<file path="src/rtl/jacaranda_pkg.sv">
// Shared types and helpers for the jacaranda PC/interrupt sequencing unit.
package jacaranda_pkg;

    localparam int unsigned ADDR_W = 8;
    localparam int unsigned N_IRQ  = 4;
    localparam int unsigned LVL_W  = $clog2(N_IRQ + 1);
    localparam int unsigned STK_W  = ADDR_W + 1 + LVL_W;

    // Return-stack entry: resume address, resume flag, interrupted level
    typedef struct packed {
        logic [ADDR_W-1:0] addr;
        logic              flag;
        logic [LVL_W-1:0]  lvl;
    } stk_entry_t;

    // Lowest set index wins; N_IRQ means nothing is pending
    function automatic logic [LVL_W-1:0] prio_enc(input logic [N_IRQ-1:0] req);
        logic [LVL_W-1:0] idx;
        idx = LVL_W'(N_IRQ);
        for (int i = int'(N_IRQ) - 1; i >= 0; i--) begin
            if (req[i]) idx = LVL_W'(i);
        end
        return idx;
    endfunction

endpackage

</file>
<file path="src/rtl/intr_pc_if.sv">
// Control-flow and interrupt bundle between the main controller and intr_pc_unit.
interface intr_pc_if #(
    parameter int unsigned STACK_DEPTH = 4
);
    import jacaranda_pkg::*;

    localparam int unsigned DEPTH_W = $clog2(STACK_DEPTH + 1);

    logic                      jmp_en;
    logic                      je_en;
    logic                      ret;
    logic                      flag_w_en;
    logic                      alu_flag;
    logic [ADDR_W-1:0]         target;
    logic [N_IRQ-1:0]          int_req;
    logic [N_IRQ-1:0]          int_en;
    logic [N_IRQ*ADDR_W-1:0]   int_vec;
    logic [ADDR_W-1:0]         pc;
    logic                      flag;
    logic                      bank_sel;
    logic [N_IRQ-1:0]          int_ack;
    logic [DEPTH_W-1:0]        depth;
    logic                      stack_err;

    modport master (
        output jmp_en, je_en, ret, flag_w_en, alu_flag, target,
               int_req, int_en, int_vec,
        input  pc, flag, bank_sel, int_ack, depth, stack_err
    );

    modport slave (
        input  jmp_en, je_en, ret, flag_w_en, alu_flag, target,
               int_req, int_en, int_vec,
        output pc, flag, bank_sel, int_ack, depth, stack_err
    );

endinterface

</file>
<file path="src/rtl/intr_pc_unit_ret_stack.sv">
// Synchronous LIFO holding interrupt return state; top entry readable combinationally.
module ret_stack #(
    parameter int unsigned WIDTH = 8,
    parameter int unsigned DEPTH = 4
) (
    input  logic             clock,
    input  logic             reset,
    input  logic             push_i,
    input  logic             pop_i,
    input  logic [WIDTH-1:0] din_i,
    output logic [WIDTH-1:0] tos_o,
    output logic             full_o,
    output logic             empty_o
);
    localparam int unsigned PTR_W = $clog2(DEPTH + 1);
    localparam int unsigned IDX_W = (DEPTH > 1) ? $clog2(DEPTH) : 1;

    logic [WIDTH-1:0] mem_q [DEPTH];
    logic [PTR_W-1:0] sp_q, sp_d;

    assign full_o  = (sp_q == PTR_W'(DEPTH));
    assign empty_o = (sp_q == '0);
    assign tos_o   = mem_q[IDX_W'(sp_q - PTR_W'(1))];

    always_comb begin
        sp_d = sp_q;
        if (push_i && !full_o) begin
            sp_d = sp_q + PTR_W'(1);
        end else if (pop_i && !empty_o) begin
            sp_d = sp_q - PTR_W'(1);
        end
    end

    always_ff @(posedge clock) begin
        if (reset) sp_q <= '0;
        else       sp_q <= sp_d;
    end

    // Entry contents need no reset; only the pointer defines validity
    always_ff @(posedge clock) begin
        if (!reset && push_i && !full_o) mem_q[IDX_W'(sp_q)] <= din_i;
    end

endmodule

</file>
<file path="src/rtl/intr_pc_unit.sv">
// Next-PC, branch flag and prioritised nested interrupt sequencing for the jacaranda core.
module intr_pc_unit
    import jacaranda_pkg::*;
#(
    parameter int unsigned STACK_DEPTH = 4
) (
    input  logic      clock,
    input  logic      reset,
    intr_pc_if.slave  bus
);
    localparam int unsigned DEPTH_W = $clog2(STACK_DEPTH + 1);

    logic [ADDR_W-1:0]  pc_q, pc_d;
    logic               flag_q, flag_d;
    logic [LVL_W-1:0]   lvl_q, lvl_d;
    logic [DEPTH_W-1:0] depth_q, depth_d;
    logic               bank_sel_q;

    logic [N_IRQ-1:0]   pending;
    logic [LVL_W-1:0]   win;
    logic [ADDR_W-1:0]  win_vec;
    logic [ADDR_W-1:0]  seq_pc;
    logic               seq_flag;
    logic               accept;
    logic               do_pop;
    logic [N_IRQ-1:0]   ack_c;
    logic               stack_err_c;
    stk_entry_t         tos;
    stk_entry_t         push_entry;
    logic [STK_W-1:0]   tos_bits;
    logic               stk_full;
    logic               stk_empty;

    ret_stack #(
        .WIDTH (STK_W),
        .DEPTH (STACK_DEPTH)
    ) u_ret_stack (
        .clock   (clock),
        .reset   (reset),
        .push_i  (accept),
        .pop_i   (do_pop),
        .din_i   (push_entry),
        .tos_o   (tos_bits),
        .full_o  (stk_full),
        .empty_o (stk_empty)
    );

    assign tos = stk_entry_t'(tos_bits);

    // Decode of the cycle's control-flow decision and interrupt acceptance
    always_comb begin
        pending     = bus.int_req & bus.int_en;
        win         = prio_enc(pending);
        win_vec     = '0;
        ack_c       = '0;
        do_pop      = !reset && bus.ret && !stk_empty;
        stack_err_c = !reset && bus.ret && stk_empty;
        accept      = !reset && !bus.ret && !stk_full && (win < lvl_q);

        for (int i = 0; i < int'(N_IRQ); i++) begin
            if (win == LVL_W'(i)) win_vec = bus.int_vec[i*ADDR_W +: ADDR_W];
            ack_c[i] = accept && (win == LVL_W'(i));
        end

        if (do_pop)                           seq_pc = tos.addr;
        else if (bus.jmp_en)                  seq_pc = bus.target;
        else if (bus.je_en && flag_q)         seq_pc = bus.target;
        else                                  seq_pc = pc_q + ADDR_W'(1);

        if (do_pop)                           seq_flag = tos.flag;
        else if (bus.je_en)                   seq_flag = 1'b0;
        else if (bus.flag_w_en)               seq_flag = bus.alu_flag;
        else                                  seq_flag = flag_q;

        push_entry.addr = seq_pc;
        push_entry.flag = seq_flag;
        push_entry.lvl  = lvl_q;

        // The interrupted instruction completes; its successor is what gets saved
        pc_d    = accept ? win_vec : seq_pc;
        flag_d  = seq_flag;
        lvl_d   = lvl_q;
        depth_d = depth_q;
        if (accept) begin
            lvl_d   = win;
            depth_d = depth_q + DEPTH_W'(1);
        end else if (do_pop) begin
            lvl_d   = tos.lvl;
            depth_d = depth_q - DEPTH_W'(1);
        end
    end

    always_ff @(posedge clock) begin
        if (reset) begin
            pc_q       <= '0;
            flag_q     <= 1'b0;
            lvl_q      <= LVL_W'(N_IRQ);
            depth_q    <= '0;
            bank_sel_q <= 1'b0;
        end else begin
            pc_q       <= pc_d;
            flag_q     <= flag_d;
            lvl_q      <= lvl_d;
            depth_q    <= depth_d;
            bank_sel_q <= (depth_d != '0);
        end
    end

    assign bus.pc        = pc_q;
    assign bus.flag      = flag_q;
    assign bus.bank_sel  = bank_sel_q;
    assign bus.depth     = depth_q;
    assign bus.int_ack   = ack_c;
    assign bus.stack_err = stack_err_c;

endmodule

</file>
<file path="src/flat_wrapper.sv">
// flat-port wrapper written by rule: the top's interface ports become plain ports
module intr_pc_unit_flat import jacaranda_pkg::*;
#(
    parameter int unsigned STACK_DEPTH = 4
)
  (clock, reset, bus_jmp_en, bus_je_en, bus_ret, bus_flag_w_en, bus_alu_flag, bus_target, bus_int_req, bus_int_en, bus_int_vec, bus_pc, bus_flag, bus_bank_sel, bus_int_ack, bus_depth, bus_stack_err);
  intr_pc_if #(.STACK_DEPTH(STACK_DEPTH)) bus_i ();
  input  logic clock;
  input  logic reset;
  input wire logic [$bits(bus_i.jmp_en)-1:0] bus_jmp_en;
  input wire logic [$bits(bus_i.je_en)-1:0] bus_je_en;
  input wire logic [$bits(bus_i.ret)-1:0] bus_ret;
  input wire logic [$bits(bus_i.flag_w_en)-1:0] bus_flag_w_en;
  input wire logic [$bits(bus_i.alu_flag)-1:0] bus_alu_flag;
  input wire logic [$bits(bus_i.target)-1:0] bus_target;
  input wire logic [$bits(bus_i.int_req)-1:0] bus_int_req;
  input wire logic [$bits(bus_i.int_en)-1:0] bus_int_en;
  input wire logic [$bits(bus_i.int_vec)-1:0] bus_int_vec;
  output wire logic [$bits(bus_i.pc)-1:0] bus_pc;
  output wire logic [$bits(bus_i.flag)-1:0] bus_flag;
  output wire logic [$bits(bus_i.bank_sel)-1:0] bus_bank_sel;
  output wire logic [$bits(bus_i.int_ack)-1:0] bus_int_ack;
  output wire logic [$bits(bus_i.depth)-1:0] bus_depth;
  output wire logic [$bits(bus_i.stack_err)-1:0] bus_stack_err;
  assign bus_i.jmp_en = bus_jmp_en;
  assign bus_i.je_en = bus_je_en;
  assign bus_i.ret = bus_ret;
  assign bus_i.flag_w_en = bus_flag_w_en;
  assign bus_i.alu_flag = bus_alu_flag;
  assign bus_i.target = bus_target;
  assign bus_i.int_req = bus_int_req;
  assign bus_i.int_en = bus_int_en;
  assign bus_i.int_vec = bus_int_vec;
  assign bus_pc = bus_i.pc;
  assign bus_flag = bus_i.flag;
  assign bus_bank_sel = bus_i.bank_sel;
  assign bus_int_ack = bus_i.int_ack;
  assign bus_depth = bus_i.depth;
  assign bus_stack_err = bus_i.stack_err;
  intr_pc_unit #(.STACK_DEPTH(STACK_DEPTH)) u_core (.clock(clock), .reset(reset), .bus(bus_i));
endmodule
</file>
<file path="config.mk">
export PLATFORM = sky130hd
export DESIGN_NAME = intr_pc_unit_flat
export DESIGN_NICKNAME = d
export VERILOG_FILES = /design/src/rtl/jacaranda_pkg.sv /design/src/rtl/intr_pc_if.sv /design/src/rtl/intr_pc_unit_ret_stack.sv /design/src/rtl/intr_pc_unit.sv /design/src/flat_wrapper.sv
export SDC_FILE = /design/constraint.sdc
export NUM_CORES = 1
export LEC_CHECK = 0
export CAP_MARGIN = 20
export CELL_PAD_IN_SITES_DETAIL_PLACEMENT = 1
export CELL_PAD_IN_SITES_GLOBAL_PLACEMENT = 1
export CORE_MARGIN = 2
export CORE_UTILIZATION = 43
export CTS_CLUSTER_SIZE = 16
export DETAILED_ROUTE_END_ITERATION = 8
export GPL_ROUTABILITY_DRIVEN = 0
export GPL_TIMING_DRIVEN = 0
export PLACE_DENSITY_LB_ADDON = 0.1
export SLEW_MARGIN = 0
export SYNTH_ARGS = -nofsm -noshare
export SYNTH_HDL_FRONTEND = slang
export SYNTH_SLANG_ARGS = --single-unit
</file>
<file path="constraint.sdc">
create_clock -name clock -period 5.68 [get_ports clock]
set_clock_uncertainty 0.2 [all_clocks]
set_input_delay 1.136 -clock clock [delete_from_list [all_inputs] [get_ports clock]]
set_output_delay 1.136 -clock clock [all_outputs]
set_load 0.02 [all_outputs]
</file>
### Word level (Yosys, flattened, before mapping)

Memory sizes are Yosys's and may differ from the RTL's.
Index checks and enable logic that the tools add are counted.

| word-level totals | value |
|---|---|
| bits in registers | 19 |
| RAM bits | 48 |
| input port bits | 55 |
| memories kept | 1 |

Memories:

| memory | depth | bits a word | rd ports | clocked after Yosys merged registers in | wr ports | RTL line | RTL |
|---|---|---|---|---|---|---|---|
| u_core.u_ret_stack.mem_q | 4 | 12 | 1 | 0 | 1 | intr_pc_unit_ret_stack.sv:18 | `logic [WIDTH-1:0] mem_q [DEPTH];` |

| operators by class | value |
|---|---|
| add/sub/neg operators | 5 |
| order comparisons | 1 |
| eq/ne operators | 4 |
| muxes and demuxes | 23 |
| bitwise logic cells | 1 |
| reductions and logical operators | 24 |

Operators with widths:

| kind | count |
|---|---|
| $mux 8 | 8 |
| $mux 3 | 10 |
| $logic_and 1x1->1 | 15 |
| $add 8x1->8 const B | 1 |
| $add 3x1->3 const B | 2 |
| $eq 3x2->1 const B | 2 |
| $logic_not 3->1 | 2 |
| $sub 3x1->3 const B | 2 |
| $mux 1 | 5 |
| $and 4x4->4 | 1 |
| $logic_not 1->1 | 4 |
| $reduce_bool 2->1 | 2 |
| $eq 3x1->1 const B | 1 |
| $eq 3x3->1 const B | 1 |
| $lt 3x3->1 | 1 |
| $reduce_bool 3->1 | 1 |

### Logic depth before layout (Yosys ltp)

Gate-level depths: netlist (run 1).

| logic depth | value |
|---|---|
| depth after elaboration | 11 |
| gate-level depth with buffers | 11 |
| mapped depth without buffers | 9 |

### Modules after synthesis

Synthesis (run 1) repeated with hierarchy kept, for this count alone.

| unflattened totals | value |
|---|---|
| cell total of the unflattened synthesis | 283 |
| area, all modules | 3464.6 µm² |

By module, submodules not included:

| module | instances | cells each | area each (µm²) | sequential area each (µm²) |
|---|---|---|---|---|
| ret_stack | 1 | 96 | 2019.4 | 1501.4 |
| intr_pc_unit | 1 | 187 | 1445.1 | 320.3 |

### Worst setup path before layout (run 1)

OpenSTA, ideal clock, no wires.

| path | value |
|---|---|
| path type | input-to-output |
| start | input bus_int_req[0] |
| end | output bus_int_ack[0] |
| arrival time | 3.025 ns |
| data required time | 4.344 ns |
| path slack | 1.319 ns |
| stages on the path | 11 |
| path buffers | 3 |
| path through | and2_1 -> clkbuf_1 -> nor2_1 -> and3_1 -> ha_1 -> a22oi_1 -> nand2_1 -> a21o_1 -> buf_6 -> buf_8 -> nor2_1 |

| on the way | value |
|---|---|
| longest elaborated chain between the ends | 5 |
| elaborated cells on any way between the ends | 6 |
| those cells by class | order compare (1); mux (1); bitwise (1); reduce/logical (3) |

RTL lines:

| what | RTL line | RTL |
|---|---|---|
| start: declaration | flat_wrapper.sv:16 | `input wire logic [$bits(bus_i.int_req)-1:0] bus_int_req;` |
| $and 4x4->4 * | intr_pc_unit.sv:52 | `pending = bus.int_req & bus.int_en;` |
| $mux 3 * | jacaranda_pkg.sv:21 | `if (req[i]) idx = LVL_W'(i);` |
| $lt 3x3->1 | intr_pc_unit.sv:58 | `accept = !reset && !bus.ret && !stk_full && (win < lvl_q);` |
| $logic_and 1x1->1 | intr_pc_unit.sv:58 |  |
| $logic_and 1x1->1 * | intr_pc_unit.sv:62 | `ack_c[i] = accept && (win == LVL_W'(i));` |
| end: declaration | flat_wrapper.sv:22 | `output wire logic [$bits(bus_i.int_ack)-1:0] bus_int_ack;` |

Mark *: on every way between the ends. The rest lies on a longest branch, timed or not.

### Worst setup path in the final report (run 1)

| path | value |
|---|---|
| start | input bus_int_req[1] |
| end | output bus_int_ack[0] |

| on the way | value |
|---|---|
| longest elaborated chain between the ends | 6 |
| elaborated cells on any way between the ends | 7 |
| those cells by class | order compare (1); mux (2); bitwise (1); reduce/logical (3) |

RTL lines:

| what | RTL line |
|---|---|
| $and 4x4->4 * | intr_pc_unit.sv:52 |
| $mux 3 * (2 in a row) | jacaranda_pkg.sv:21 |
| $lt 3x3->1 | intr_pc_unit.sv:58 |
| $logic_and 1x1->1 | intr_pc_unit.sv:58 |
| $logic_and 1x1->1 * | intr_pc_unit.sv:62 |

Marked as above.

==> results by stage, run 1 <==
Cells and area:
- The layout has 826 filler cells.
- The number of antenna diodes in the final layout is 0.
- Leaving out fill and tap cells, the most frequent cell in the layout is sky130_fd_sc_hd__clkdlybuf4s50_1.
- The top cell types in the final layout, fill and taps aside, are sky130_fd_sc_hd__clkdlybuf4s50_1 (69), sky130_fd_sc_hd__edfxtp_1 (48), sky130_fd_sc_hd__nand2_1 (23), sky130_fd_sc_hd__dfxtp_1 (19), sky130_fd_sc_hd__a21oi_1 (18).
- The net count of the finished layout is 428.
- The multi-input combinational cells in the finished layout cover a total of 1440 sq um.
- The design area is 4440 sq um.
- The number of non-filler instances in the completed layout is 470.
- From synthesis to final layout, the design area changed by 31.0%.
- In the final layout, the share of cells above drive strength 1 is 14.7%.
- Registers take 1820 sq um.

Synthesis:
- Of all flip-flops after synthesis, the portion carrying an async set or reset was 0%.
- The net count after synthesis is 344.
- The cell area that synthesis handed to floorplanning was 3390 sq um.
- The count of flip-flops with a built-in enable after synthesis is 48.
- The number of different library cells used by synthesis comes to 52.
- The synthesis warning total is 0.
- The post-synthesis average cell area is 12.1 sq um.
- The part of the Yosys area used for sequential elements is 53.8%.
- Synthesis produced a netlist whose cell count is 279.
- In the synthesized netlist the dominant register cell turns out to be sky130_fd_sc_hd__edfxtp_1.
- The number of synthesized register bits is 67.

Placement:
- The number of placed instances, taps included is 453.
- The half-perimeter wire length after placement is 7370 um.
- The cell area reported after detailed placement is 4250 sq um.
- In this run the tool buffered the top-level ports with 71 buffer cells.
- At the placement stage, the worst setup path has a slack of -0.0563 ns.

GRT:
- The total routing usage reported by global routing is 23.9%.
- The number of antenna violations at the first check in global routing came to 0.
- The wire length of the first global-routing pass is 15400 um.
- After global routing the overflow that remains totals 0.
- The via count of the first global-routing pass is 2832.
- Entering global routing, the biggest net connects 14 pins.

Worst setup path:
- The worst setup path is launched from a primary input.
- On the worst path, the slowest cell contributes a delay of 0.61 ns.
- The arrival time of data at the critical path endpoint is 4.11 ns.
- Among all stages on the critical path, the largest delay is contributed by sky130_fd_sc_hd__clkdlybuf4s50_1.
- The worst setup path is captured at an output pin.
- By startpoint and endpoint, the worst setup path is classified as in -> out.
- STA puts the critical path data required time at 4.34 ns.
- Walking the worst path, the cells encountered are clkdlybuf4s50_1 -> and2_1 -> buf_2 -> nor2_1 -> and3_1 -> ha_1 -> a22oi_1 -> nand2_1 -> a21o_1 -> buf_6 -> buf_8 -> nor2_1 -> clkdlybuf4s50_1.
- The peak fanout along the critical path is 10.

Floorplan:
- In this run the core area contains 32 standard-cell rows.
- The horizontal die dimension is 92.8 um.
- Pin placement for this block handled 73 I/O pins.
- The area inside the core boundary is 7690 sq um.
- The floorplan step defined a die boundary enclosing 8610 sq um.
- The initial core utilization is 44.1%.
- The vertical extent of the die is 92.8 um.

STA:
- In the post-route analysis, the smallest setup slack over all paths is 0.238 ns.
- The shortest period the worst path allows is 5.44 ns.
- The measured slew at the worst slew-check pin is 0.798 ns.
- Derived from the worst setup path, the maximum achievable clock frequency is 184 MHz.
- In the final timing run, aggregate negative setup slack is 0 ns.
- The worst slew margin relative to its limit is 46.3%.
- The number of max-slew violations in the final report is 0.
- The worst path uses 95.8% of the clock period.
- The number of hold-slack violations in the final timing report is 0.
- The final number of setup-violating endpoints is 0.
- Hold timing on the final database bottoms out at a slack of 0.332 ns.
- Setup repair after global routing left no endpoint under its margin.

CTS:
- The clock sink count is 67.
- The root buffer cell chosen for the clock tree is sky130_fd_sc_hd__clkbuf_8.
- The clock latency at the later pin of the worst-skew pair is 0.34 ns.
- The number of buffers between clock root and the deepest sink is 2.
- In this run, CTS created clock tree buffers numbering 9.
- The H-tree generated during clock tree synthesis spans 3 levels.
- In this run, post-CTS hold repair placed 0 buffers.
- After clock tree synthesis, the clock-pin slew on the worst setup and hold paths is 0.08 ns.
- TritonCTS built the clock tree.

Drt:
- The routed via count divided by cell count is 5.65.
- The number of detailed-route iterations in the first pass is 5.
- The number of nets with antenna violations after detailed routing is 0.
- The detailed router finished its first iteration with 87 violations.
- The wire length per cell after detailed routing is 20.7 um.
- The routed wire length is 9710 um.
- The number of DRC violations after detailed routing is 0.
- The overall via count from detail_route is 2657.

Power and ir drop:
- For this design the static power due to leakage is 1.54 nW.
- Across the VDD grid, the largest voltage drop is 0.136 mV.
- Power spread over the standard cell area amounts to 309 nW/um^2.

Run:
- Across the run, the number of max-cap violations was 0.

Hold path:
- The type of the worst min-delay path is reg -> reg.

Run status:
- The run finished with clean final reports.
through the flow:
| stage | util [%] | power (mW) |
|---|---|---|
| finish | 57.7 | 1.37 |
| floorplan | - | 0.854 |
| global placement | 55.0 | 1.01 |
| CTS | 57.5 | 1.38 |
| global route | 57.7 | 1.44 |
| detailed placement | 55.2 | 1.02 |
cells by family after synthesis:
group	synth area share, %
xor+xnor	0.776
buf+inv	3.84
simple gates	13.1
compound gates	16.5
mux	8.27
flops	53.8
fa+ha+maj	3.69
sequential cells by signal, summed over array words and instances, names as in the netlist:
signal,count
u_core.lvl_q,3
u_core.u_ret_stack.mem_q,48
u_core.bus.depth,3
u_core.bus.pc,8
u_core.bus.bank_sel,1
u_core.u_ret_stack.sp_q,3
u_core.bus.flag,1
power breakdown:
| group | switching, mW | total, mW | internal [mW] |
|---|---|---|---|
| sequential | 0.0325 | 0.614 | 0.581 |
| combinational | 0.218 | 0.396 | 0.178 |
| clock | 0.200 | 0.362 | 0.162 |
synthesized netlist by cell type, drive strengths merged (6+ instances only):
cell     instances  area share (%)
a21oi           21             3.5
and2             8             1.6
ha              10             3.7
nand2           24             2.7
nand4            6             1.1
a221oi           6             1.6
mux4            12             8.0
o31ai            6             1.3
buf             10             2.3
dfxtp           19              11
nand3           11             1.6
o2bb2ai          7             1.8
nor3             6             1.2
inv              9             1.0
o21ai            7             1.0
edfxtp          48              43
nor2            17             2.0
metal layers:
layer / routed length, um / track usage (%) / up-vias
met5: 0 / 0 / -
met2: 4850 / 39.1 / 69
li1: - / - / 1257
met3: 338 / 5.37 / 23
met1: 4210 / 30.9 / 1308
met4: 314 / 9.68 / 0
final cells by class:
type	instances	area share (%)
clock inverters	6	1.10
clock buffers	10	2.87
plain buffers	14	2.09
multi-input cells	188	32.5
flip-flops and latches	67	41.0
well taps	102	2.87
inverters	9	0.761
repair buffers	74	16.8
critical path, delay by kind of cell:
family | cells | cell delay (ns)
buffers and inverters | 5 | 1.50
AND/OR/NAND/NOR | 5 | 0.80
AO/OA/AOI/OAI | 2 | 0.39
adder cells (fa/ha/maj) | 1 | 0.26
repair_timing:
| action | CTS | global route |
|---|---|---|
| setup endpoints to repair | 1 | 3 |
| gates resized for setup | 0 | 3 |
| buffers inserted | 0 | 2 |
final timing paths:
check	from	to	slack, ns	cells after the start
max	bus_int_req[1]	bus_int_ack[0]	0.24	13
min	u_core.lvl_q[2]	u_core.u_ret_stack.mem_q[1][2]	0.33	0
max reg2reg	u_core.u_ret_stack.sp_q[0]	u_core.u_ret_stack.mem_q[3][7]	2.35	8
min reg2reg	u_core.lvl_q[2]	u_core.u_ret_stack.mem_q[1][2]	0.33	0
Note: power is estimated with default switching activity, not from simulation.
==> inputs of run 2 (changes only) <==
--- a/config.mk
+++ b/config.mk
@@ -9,7 +9,7 @@
 export CELL_PAD_IN_SITES_DETAIL_PLACEMENT = 1
 export CELL_PAD_IN_SITES_GLOBAL_PLACEMENT = 1
 export CORE_MARGIN = 2
-export CORE_UTILIZATION = 43
+export CORE_UTILIZATION = 35
 export CTS_CLUSTER_SIZE = 16
 export DETAILED_ROUTE_END_ITERATION = 8
 export GPL_ROUTABILITY_DRIVEN = 0
==> results by stage, run 2 (synthesis gave the netlist of run 1 again) <==
Run status:
- The run finished with clean final reports.

Drt:
- The number of DRC violations after detailed routing was 0 (unchanged).
- The number of nets with antenna violations after detailed routing came to 0 (unchanged).
- The routed wire length is 9940 um (+2.3%).
- The number of detailed-route iterations in the first pass is 4 (-1).
- The initial DRC count came to 59 (-32%).
- The wire length per cell after detailed routing is 20.1 um (-2.9%).
- The routed via count divided by cell count is 5.30 (-6.3%).
- The overall via count from detail_route is 2622 (-1.3%).

Cells and area:
- The net total in the final layout came to 427 (-0.23%).
- The area growth from synthesis to layout is 31.8%.
- The register ranked first by flip-flop count is u_core.u_ret_stack.mem_q.
- Leaving out fill and tap cells, the most frequent cell in the layout is sky130_fd_sc_hd__clkdlybuf4s50_1.
- The final core utilization is 47.9% (-9.9 points).
- The number of non-filler instances in the completed layout is 495 (+5.3%).
- The library cells used most frequently in the layout, excluding fill and tap cells, are sky130_fd_sc_hd__clkdlybuf4s50_1 (71), sky130_fd_sc_hd__edfxtp_1 (48), sky130_fd_sc_hd__nand2_1 (23), sky130_fd_sc_hd__dfxtp_1 (19), sky130_fd_sc_hd__a21oi_1 (18).
- The diode insertion count for antenna repair is 0 (unchanged).
- The number of flip-flops in the largest register is 48 (unchanged).
- The ratio of cells with drive above 1 in the final layout was 14.5% (-0.19 points).

Worst setup path:
- The data required time of the critical path is 4.34 ns (about the same).
- The peak fanout along the critical path is 10 (unchanged).
- The worst setup path is of the in -> out kind.
- The endpoint class of the critical path is an output pin.
- The arrival time of data at the critical path endpoint is 4.09 ns (-0.02 ns).
- STA classifies the critical path startpoint as a primary input.

Floorplan:
- The row count came to 35 (+9.4%).
- The area inside the core boundary was 9330 sq um (+21%).
- The boundary pin count is 73 (unchanged).
- The initial core utilization is 36.3% (-7.8 points).
- The overall die area is 10500 sq um (+22%).
- The horizontal die dimension was 102 um (+10%).
- The vertical extent of the die is 102 um (+10%).

STA:
- The shortest period the worst path allows is 5.42 ns (-0.0198 ns).
- The final hold slack is 0.343 ns (+0.0115 ns).
- The final period utilization is 95.5% (-0.35 points).
- The final number of setup-violating endpoints is 0 (unchanged).
- Setup repair after global routing left no endpoint under its margin.
- The number of max-slew violations in the final report is 0 (unchanged).
- The achievable frequency is 184 MHz (+0.37%).
- The measured slew at the worst slew-check pin is 0.997 ns (+0.199 ns).
- The worst slew margin relative to its limit is 33.5% (-13 points).
- The number of hold-slack violations in the final timing report is 0 (unchanged).

Power and ir drop:
- The highest ir drop seen on vdd is 0.159 mV (+17%).
- The total power is 1.40 mW (+2.2%).
- The power per cell area was 314 nW/um^2 (+1.5%).
- The leakage power summed over all cells is 1.52 nW (-1.5%).

CTS:
- The clock latency at the later pin of the worst-skew pair was 0.34 ns (about the same).
- The clock-pin slew of the registers on the worst-case setup and hold paths is 0.08 ns (about the same).
- The number of buffers inserted during clock tree synthesis was 9 (unchanged).
- The clock sink count came to 67 (unchanged).
- The depth of the CTS H-tree is 3 (unchanged).
- The number of buffers added to fix hold violations after cts is 0 (unchanged).
- In this run the clock root is driven by a sky130_fd_sc_hd__clkbuf_8.
- The TritonCTS clock tree is built.
- The number of buffers between clock root and the deepest sink is 2 (unchanged).

GRT:
- The final global-route overflow total came to 0 (unchanged).
- The number of antenna violations at the first check in global routing was 0 (unchanged).
- The wire length of the first global-routing pass came to 15400 um (+0.27%).
- The pin count of the biggest net entering global routing was 15 (+1).
- The total routing usage reported by global routing came to 20.0% (-3.9 points).
- The via count of the first global-routing pass came to 2789 (-1.5%).

Placement:
- The half-perimeter wire length after placement is 7580 um (+2.9%).
- The number of placed instances, taps included is 479 (+5.7%).
- The quantity of I/O buffers inserted on ports is 71 (unchanged).

Run:
- The number of violations of the max-capacitance limit is 0 (unchanged).

Hold path:
- The min-delay analysis places its worst path in the category reg -> reg.
run 2: changes by cell type in the layout (fill, tap and decap cells not counted):
cell                              delta
sky130_fd_sc_hd__clkinvlp_4          -3
sky130_fd_sc_hd__clkdlybuf4s50_1     +2
sky130_fd_sc_hd__clkinv_2            +2
sky130_fd_sc_hd__dlymetal6s2s_1      -2
sky130_fd_sc_hd__buf_8               -1
sky130_fd_sc_hd__bufinv_16           +1
sky130_fd_sc_hd__clkbuf_1            -1
sky130_fd_sc_hd__clkinv_4            +1
sky130_fd_sc_hd__inv_6               -1
run 2: cell type report:
cell class	instances	area [sq um]
buffer	14	92.6
clock buffer	9	124
clock inverter	6	66.3
fill	991	4860
inverter	9	33.8
multi-input combinational	188	1440
sequential	67	1820
tap	129	161
timing repair buffer	73	726
run 2: path summary, 6_finish.rpt:
check | start | to | slack, ns | depth (start not counted)
setup / recovery | bus_int_req[1] | bus_int_ack[2] | 0.26 | 13
hold / removal | u_core.lvl_q[2] | u_core.u_ret_stack.mem_q[1][2] | 0.34 | 0
setup reg to reg | u_core.u_ret_stack.sp_q[0] | u_core.bus.pc[3] | 2.43 | 9
hold reg to reg | u_core.lvl_q[2] | u_core.u_ret_stack.mem_q[1][2] | 0.34 | 0
run 2: worst max-delay path, stage by stage:
cell                              delay (ns)
sky130_fd_sc_hd__clkdlybuf4s50_1        0.41
sky130_fd_sc_hd__and2_1                 0.15
sky130_fd_sc_hd__buf_2                  0.18
sky130_fd_sc_hd__nor2_1                 0.17
sky130_fd_sc_hd__and3_1                 0.22
sky130_fd_sc_hd__ha_1                   0.26
sky130_fd_sc_hd__a22oi_1                0.19
sky130_fd_sc_hd__nand2_1                0.14
sky130_fd_sc_hd__a21o_1                 0.19
sky130_fd_sc_hd__buf_6                  0.14
sky130_fd_sc_hd__buf_8                  0.15
sky130_fd_sc_hd__nor3_2                 0.12
sky130_fd_sc_hd__clkdlybuf4s50_1        0.63
run 2: layer usage:
layer	track usage, %	routed length [um]	vias to the layer above
li1	-	-	1249
met4	4.92	116	0
met2	34.4	4960	53
met5	0	0	-
met1	26.7	4630	1309
met3	3.15	232	11
run 2: report_power, final:
group	total (mW)	switching (mW)	leakage [nW]	internal, mW
clock	0.392	0.190	0.0994	0.202
combinational	0.396	0.218	0.823	0.178
sequential	0.614	0.0327	0.593	0.581
run 2: repair_timing:
action                     4_1_cts  5_1_grt
gates resized for setup          0        1
setup buffers                    0        2
pin swaps                        0        0
setup endpoints to repair        1        1
run 2: per-stage QoR:
| stage | worst slack, ns | cell area, sq um | TNS, ns |
|---|---|---|---|
| floorplan | 1.32 | 3390 | 0 |
| global placement | -0.0288 | 4260 | -0.0288 |
| detailed placement | -0.0389 | 4260 | -0.0389 |
| CTS | 0.0789 | 4450 | 0 |
| global route | 0.0747 | 4470 | 0 |
| finish | 0.258 | 4470 | 0 |
